`src/rtl/ic_result_reporter.sv`:
```
// Purpose: serialises one checker verdict per result_valid strobe into a UART 8N1 frame.
// Latency: start bit on tx the cycle after acceptance; frame lasts 30 (40 with checksum) bit times.
// Backpressure: none; result_valid while busy is dropped and remembered as a sticky overrun flag.
//
// Ports:
//   clk           system clock, all logic on the rising edge
//   reset         asynchronous, active-high reset
//   result_valid  one-cycle strobe, verdict inputs are final
//   pass1..pass3  per-gate pass verdicts
//   fail1..fail3  per-gate fail verdicts
//   tx            UART line, LSB first, idle high
//   busy          high while a frame is in flight
//   frame_done    one-cycle pulse when the last stop bit completes
//
// Frame: 0xA5, run_count (pre-increment), status
//   status = {overrun, all_pass, fail3, fail2, fail1, pass3, pass2, pass1}
// Build option: define RESULT_CHECKSUM_EN to append XOR of the three bytes as a fourth byte.

module ic_result_reporter #(
    parameter int CLKS_PER_BIT = 434
) (
    input  logic clk,
    input  logic reset,
    input  logic result_valid,
    input  logic pass1,
    input  logic pass2,
    input  logic pass3,
    input  logic fail1,
    input  logic fail2,
    input  logic fail3,
    output logic tx,
    output logic busy,
    output logic frame_done
);

    localparam int CW = (CLKS_PER_BIT > 1) ? $clog2(CLKS_PER_BIT) : 1;
    localparam logic [CW-1:0] CNT_LAST = CW'(CLKS_PER_BIT - 1);
    // STOP lasts one cycle less than a bit; the NEXT state supplies the final
    // stop-bit cycle, so byte-to-byte spacing has no idle gap.
    localparam logic [CW-1:0] CNT_STOP_LAST = CW'(CLKS_PER_BIT - 2);
    localparam logic [7:0] HEADER = 8'hA5;

`ifdef RESULT_CHECKSUM_EN
    localparam int NUM_BYTES = 4;
`else
    localparam int NUM_BYTES = 3;
`endif
    localparam logic [1:0] LAST_BYTE = 2'(NUM_BYTES - 1);

    typedef enum logic [2:0] {
        S_IDLE,
        S_START,
        S_DATA,
        S_STOP,
        S_NEXT
    } state_t;

    state_t          state_q;
    logic [CW-1:0]   cnt_q;
    logic [2:0]      bit_q;
    logic [1:0]      byte_q;
    logic [7:0]      shift_q;
    logic [7:0]      run_count_q;
    logic [7:0]      run_byte_q;
    logic [7:0]      status_q;
    logic            overrun_q;
    logic            tx_q;
    logic            busy_q;
    logic            done_q;

    logic [7:0]      status_d;
    logic [7:0]      next_byte_d;

    // Status byte assembled from the live inputs; only captured on acceptance.
    always_comb begin
        status_d = {overrun_q, (pass1 & pass2 & pass3),
                    fail3, fail2, fail1,
                    pass3, pass2, pass1};
    end

    // Byte following the one currently indexed by byte_q.
    always_comb begin
        next_byte_d = 8'h00;
        case (byte_q)
            2'd0:    next_byte_d = run_byte_q;
            2'd1:    next_byte_d = status_q;
`ifdef RESULT_CHECKSUM_EN
            2'd2:    next_byte_d = HEADER ^ run_byte_q ^ status_q;
`endif
            default: next_byte_d = 8'h00;
        endcase
    end

    always_ff @(posedge clk or posedge reset) begin
        if (reset) begin
            state_q     <= S_IDLE;
            cnt_q       <= '0;
            bit_q       <= '0;
            byte_q      <= '0;
            shift_q     <= '0;
            run_count_q <= '0;
            run_byte_q  <= '0;
            status_q    <= '0;
            overrun_q   <= 1'b0;
            tx_q        <= 1'b1;
            busy_q      <= 1'b0;
            done_q      <= 1'b0;
        end else begin
            done_q <= 1'b0;

            // Any strobe outside IDLE is lost; remember that it happened.
            if (result_valid && (state_q != S_IDLE)) begin
                overrun_q <= 1'b1;
            end

            case (state_q)
                S_IDLE: begin
                    if (result_valid) begin
                        state_q     <= S_START;
                        tx_q        <= 1'b0;
                        busy_q      <= 1'b1;
                        cnt_q       <= '0;
                        bit_q       <= '0;
                        byte_q      <= '0;
                        shift_q     <= HEADER;
                        run_byte_q  <= run_count_q;
                        run_count_q <= run_count_q + 8'd1;
                        status_q    <= status_d;
                        overrun_q   <= 1'b0;
                    end
                end

                S_START: begin
                    if (cnt_q == CNT_LAST) begin
                        cnt_q   <= '0;
                        bit_q   <= '0;
                        tx_q    <= shift_q[0];
                        state_q <= S_DATA;
                    end else begin
                        cnt_q <= cnt_q + CW'(1);
                    end
                end

                S_DATA: begin
                    if (cnt_q == CNT_LAST) begin
                        cnt_q <= '0;
                        if (bit_q == 3'd7) begin
                            tx_q    <= 1'b1;
                            // With one cycle per bit the whole stop bit is the NEXT cycle.
                            state_q <= (CLKS_PER_BIT == 1) ? S_NEXT : S_STOP;
                        end else begin
                            bit_q   <= bit_q + 3'd1;
                            shift_q <= shift_q >> 1;
                            tx_q    <= shift_q[1];
                        end
                    end else begin
                        cnt_q <= cnt_q + CW'(1);
                    end
                end

                S_STOP: begin
                    if (cnt_q == CNT_STOP_LAST) begin
                        cnt_q   <= '0;
                        state_q <= S_NEXT;
                    end else begin
                        cnt_q <= cnt_q + CW'(1);
                    end
                end

                S_NEXT: begin
                    // Final cycle of the stop bit: chain the next byte or finish.
                    cnt_q <= '0;
                    if (byte_q == LAST_BYTE) begin
                        state_q <= S_IDLE;
                        busy_q  <= 1'b0;
                        done_q  <= 1'b1;
                        byte_q  <= '0;
                    end else begin
                        byte_q  <= byte_q + 2'd1;
                        shift_q <= next_byte_d;
                        tx_q    <= 1'b0;
                        state_q <= S_START;
                    end
                end

                default: begin
                    state_q <= S_IDLE;
                    tx_q    <= 1'b1;
                    busy_q  <= 1'b0;
                end
            endcase
        end
    end

    assign tx         = tx_q;
    assign busy       = busy_q;
    assign frame_done = done_q;

endmodule

```
`config.mk`:
```
export PLATFORM = sky130hd
export DESIGN_NAME = ic_result_reporter
export DESIGN_NICKNAME = d
export VERILOG_FILES = /design/src/rtl/ic_result_reporter.sv
export SDC_FILE = /design/constraint.sdc
export NUM_CORES = 1
export LEC_CHECK = 0
export CORE_AREA = 2 2 72 74
export CTS_BUF_LIST = sky130_fd_sc_hd__clkbuf_8
export CTS_CLUSTER_DIAMETER = 100
export CTS_CLUSTER_SIZE = 12
export DETAILED_ROUTE_END_ITERATION = 7
export DIE_AREA = 0 0 74 76
export GPL_ROUTABILITY_DRIVEN = 0
export PLACE_DENSITY = 0.8
export SLEW_MARGIN = 20
export SYNTH_ARGS = -nofsm -noshare
export SYNTH_HDL_FRONTEND = slang
export SYNTH_SLANG_ARGS = --single-unit
```
`constraint.sdc`:
```
create_clock -name clk -period 3.21 [get_ports clk]
set_input_delay 0.4815 -clock clk [delete_from_list [all_inputs] [get_ports clk]]
set_output_delay 0.4815 -clock clk [all_outputs]
set_load 0.02 [all_outputs]
```
======== Word level (Yosys, flattened, before mapping) ========
Cells that the tools add are included.
W data, S select, Z words.
storage, ports and cells
  output and inout port bits .............. 3
  memory bits (writable) .................. 0
  register bits ........................... 53
  logic and storage cells ................. 94
  ROM bits ................................ 0
  memories ................................ 0
  latch bits .............................. 0
  input bits .............................. 9
cells by class
  reduce and logical (&&, ||, !) cells .... 18
  order comparisons ....................... 0
  equal/unequal tests ..................... 17
  mux-type cells .......................... 39
  div/mod/pow operators ................... 0
  $add $sub $neg .......................... 4
  bitwise gates (word level) .............. 4
  shift operators ......................... 0
  multipliers ............................. 0
operators with widths
  operator               number
  $pmux W9 S4            1
  $mux W8                4
  $mux W3                9
  $mux W9                3
  $pmux W8 S3            1
  $reduce_and A5 Y1      4
  $eq A9 B9 Y1 const B   2
  $ne A2 B2 Y1 const B   8
  $pmux W8 S2            1
  $pmux W3 S5            1
  $mux W1                13
  $add A9 B1 Y9 const B  1
  $pmux W3 S3            1
  $reduce_bool A3 Y1     3
  $add A8 B1 Y8 const B  1
  $eq A3 B2 Y1 const B   2
  $eq A3 B3 Y1 const B   2
  $reduce_and A2 Y1      3
  $pmux W1 S5            1
  $mux W2                2
  $pmux W2 S2            1
  $reduce_bool A4 Y1     1
  $add A3 B1 Y3 const B  1
  $eq A3 B1 Y1 const B   1
  other kinds (13)       15

======== Logic depth before layout (Yosys ltp) ========
  depth after elaboration ................. 5
  depth in mapped cells ................... 7

======== Worst setup path after synthesis ========
OpenSTA, ideal clock, no wires.
  path type ............................... reg2reg
  start ................................... register bit_q[0]
  end ..................................... register shift_q[0]
  path buffers ............................ 0
  stages on the path, launching flop included .. 7
  period minus slack after synthesis ...... 1,877 ps
  required time ........................... 3,085 ps
  library setup time ...................... 125 ps
  arrival ................................. 1,752 ps
  path slack .............................. 1,333 ps
  cells stage by stage .................... dfrtp_1 > ha_1 > ha_1 > and2_1 > o21ai_1 > o2111ai_4 > mux2_4
between the ends
  cells in the longest elaborated chain, start to end .. 3
RTL lines
  item                                line  RTL
  start: declaration                  60    logic [2:0] bit_q;
  start signal: assignment            152   bit_q <= bit_q + 3'd1;
  $eq A3 B3 Y1                        147   if (bit_q == 3'd7) begin
  $ne A2 B2 Y1 (no source line)       --
  $reduce_and A5 Y1 (no source line)  --
  end signal: assignment              153   shift_q <= shift_q >> 1;
  end signal: assignment              180   shift_q <= next_byte_d;
  end: declaration                    62    logic [7:0] shift_q;
Every way passes these cells.
A chain may end at the register's enable or synchronous reset.

======== Worst setup path after layout ========
  start ................................... register state_q[1]
  end ..................................... register shift_q[7]
between the ends
  cells in the longest elaborated chain, start to end .. 3
  elaborated cells on any way between the ends .. 10
RTL lines
  item                                                                        line  RTL
  start: declaration                                                          58    state_t state_q;
  start signal: assignment                                                    150   state_q <= (CLKS_PER_BIT == 1) ? S_NEXT : S_STOP;
  $eq A3 B3 Y1 (tied with other cells)                                        116   case (state_q)
  $ne A2 B2 Y1 (no source line) / $reduce_bool A3 Y1 (equally long branches)  --
  $reduce_and A5 Y1 (no source line)                                          --
Several ways; a longest one is shown, not always the timed one.

==> impl_metrics.ini <==
[outcome]
status = completed

[critical_path]
critical_path_class = flop to flop
path_max_fanout = 18
crit_start = state_q[1]
slowest_delay_ns = 0.62
r2r-start = state_q[1]
ff2ff_path_depth = 4
cp_cell_sequence = nor4b_2, nor2b_1, a221o_1, mux2_4
slowest_stage = dfrtp_1
crit_required_ns = 3.46
timing.rr.end = shift_q[7]
start_kind = flop
cp_top_family = simple AND/OR/NAND/NOR gates
end_kind = flop
arrival_ns = 2.50
r2r_slack_ns = 0.97
cp_num_buf_inv = 0

[die]
core-area_um2 = 4910
pin_count = 12
num_rows = 26
initial_core_util = 0.566
dieArea_um2 = 5620
die_x_um = 74
chipHeight_um = 76

[synthesis]
synth_edf_count = 0
syn_area_um2 = 2780
synthCells = 280
ys_top_cells_by_area = dfrtp_1, nand2_1, mux2_4
synth_warnings = 0
yosysSeqAreaShare = 0.477
synth.net_count = 295
ys_types = 55
syn_area_per_cell_um2 = 9.93
yosys_register_bits = 53
async_flop_share = 1.00
yosysTopAreaCellShare = 0.468
synth_ff_type = dfrtp_1
yosysTopAreaCell = dfrtp_1

[place]
io_buffers = 11
dp.cells = 355
place_ws_ns = 0.950
hpwl_mm = 3.83

[cts]
root_buffer = clkbuf_8
clkTransAtPathRegs_ns = 0.10
htreeDepth = 2
cts_tree = built
cts-resized-gates = 0
cts_sinks = 53
postCtsSetupBuffers = 0
clk_latency_ns = 0.30
clock_path_buffers = 2
hold_buffers = 0
cts-buffers-inserted = 5

[final_layout]
area.sequential_um2 = 1330
final_common_cell = nand2_1
syn_to_final_growth_pct = 9.54
num-fill-cells = 423
antennaDiodeCount = 0
multi_input_area_um2 = 1370
final_cell_mix = nand2_1, dfrtp_1, nor2_1, o21ai_0, clkdlybuf4s50_1
nNetsFinal = 307
final_util = 0.620
instances_no_fill = 363
drive_above_1_share = 0.126

[power]
ir_drop_mv = 0.290
p_leak_nw = 1.41
powerDensity_nw_per_um2 = 695

[routing]
vias = 2070
drt_iter0_drc = 222
drt-total-wl_mm = 5.45
viasPerCell = 5.70
wl_per_cell_um = 15.0
dr.pass1.iters = 4
ant_nets = 0
drc = 0

[timing]
worst_slew_pin_slew_ns = 0.678
whs_ns = 0.483
fin_setup_tns_ns = 0
clock.fmax_mhz = 446
min_period_over_period = 0.699
max_slew_margin = 0.547
grt_setup_unrepaired = no
finalHoldViolCount = 0
setup_viol = 0
post-route-min-period_ns = 2.24
final.setup_skew_ns = 0.0108
layout_setup_ws_ns = 0.967
slew_violations = 0

[hold_path]
whs_endpoint = status_q[3]
hold_start = status_q[3]
hold_path.class = flop to flop
holdPathStages = 2

[global_routing]
grt_pass1_vias = 1984
grt_pass1_wl_mm = 9.26
grt_usage = 0.211
antenna_found_initial = 0
overflow = 0
grt_max_degree = 29

[run]
max_cap_violations = 0
## worst reg2reg max path, stage by stage, from the launching register on
cell     delay, ns
dfrtp_1       0.62
nor4b_2       0.53
nor2b_1       0.62
a221o_1       0.28
mux2_4        0.14
## power breakdown
group	total, mW	switching (mW)	leakage (nW)	internal [mW]
Clock	0.368	0.217	0.0416	0.151
Sequential	1.06	0.210	0.672	0.847
Combinational	0.692	0.402	0.695	0.290
Total	2.12	0.829	1.41	1.29
## final cells by class
class,count,share of cell area
Multi-Input combinational cell,210,0.451
Sequential cell,53,0.436
Timing Repair Buffer,16,0.0485
Tap cell,70,0.0287
Clock buffer,5,0.0226
Inverter,6,0.00739
Clock inverter,3,0.00616
## worst max path at each step
stage | to | slack [ns] | cells after the start
after floorplan | shift_q[0] | 1.33 | 6
after global placement | cnt_q[6] | 1.0 | 5
after detailed placement | cnt_q[6] | 0.95 | 5
after CTS | shift_q[7] | 1.0 | 4
after global routing | shift_q[7] | 0.90 | 4
final | shift_q[7] | 0.97 | 4
## layer usage
metal  global-route usage  up-vias  share of wire
met5                    0        -              0
met4               0.0564        0         0.0070
met3               0.0357        8          0.029
met2                0.338       44           0.51
met1                0.297      992           0.46
li1                     -     1026              -
## logic make-up after synthesis
logic type | synth area share
and+or+nand+nor | 0.240
adders and majority gates | 0.0270
muxes | 0.0603
DFF | 0.477
AOI/OAI and AO/OA | 0.142
xor gates and xnor gates | 0.0252
buffers and inverters | 0.0288
## state kept, by name, summed over array words and instances, names as in the netlist, named ones only
register / flops
cnt_q: 9
run_byte_q: 8
run_count_q: 8
shift_q: 8
status_q: 8
bit_q: 3
state_q: 3
byte_q: 2
busy: 1
frame_done: 1
tx: 1
## synth_stat cells (2+ instances only)
master / number
dfrtp_1: 52
nand2_1: 67
ha_1: 6
and2_1: 4
buf_4: 2
a21o_1: 3
nor4b_2: 2
xnor2_1: 4
o21ai_0: 13
a32o_1: 2
and3_1: 5
nor3_1: 5
buf_2: 7
nor4_1: 6
nor2b_1: 6
nand3_1: 6
o21ai_1: 4
mux2_4: 9
nor3b_1: 3
xor2_1: 4
a21oi_1: 5
nor2_1: 14
o22ai_1: 3
o211ai_1: 2
clkbuf_1: 2
inv_1: 5
nand4_1: 4
a221o_1: 8
## per-stage QoR
step / power (mW) / area, um2
6_report: 2.12 / 3050
5_1_grt: 2.28 / 3050
4_1_cts: 2.13 / 3050
3_5_place_dp: 1.76 / 2960
3_3_place_gp: 1.73 / 2960
2_1_floorplan: 1.57 / 2780
No activity file was read; power rests on OpenSTA's default activity.
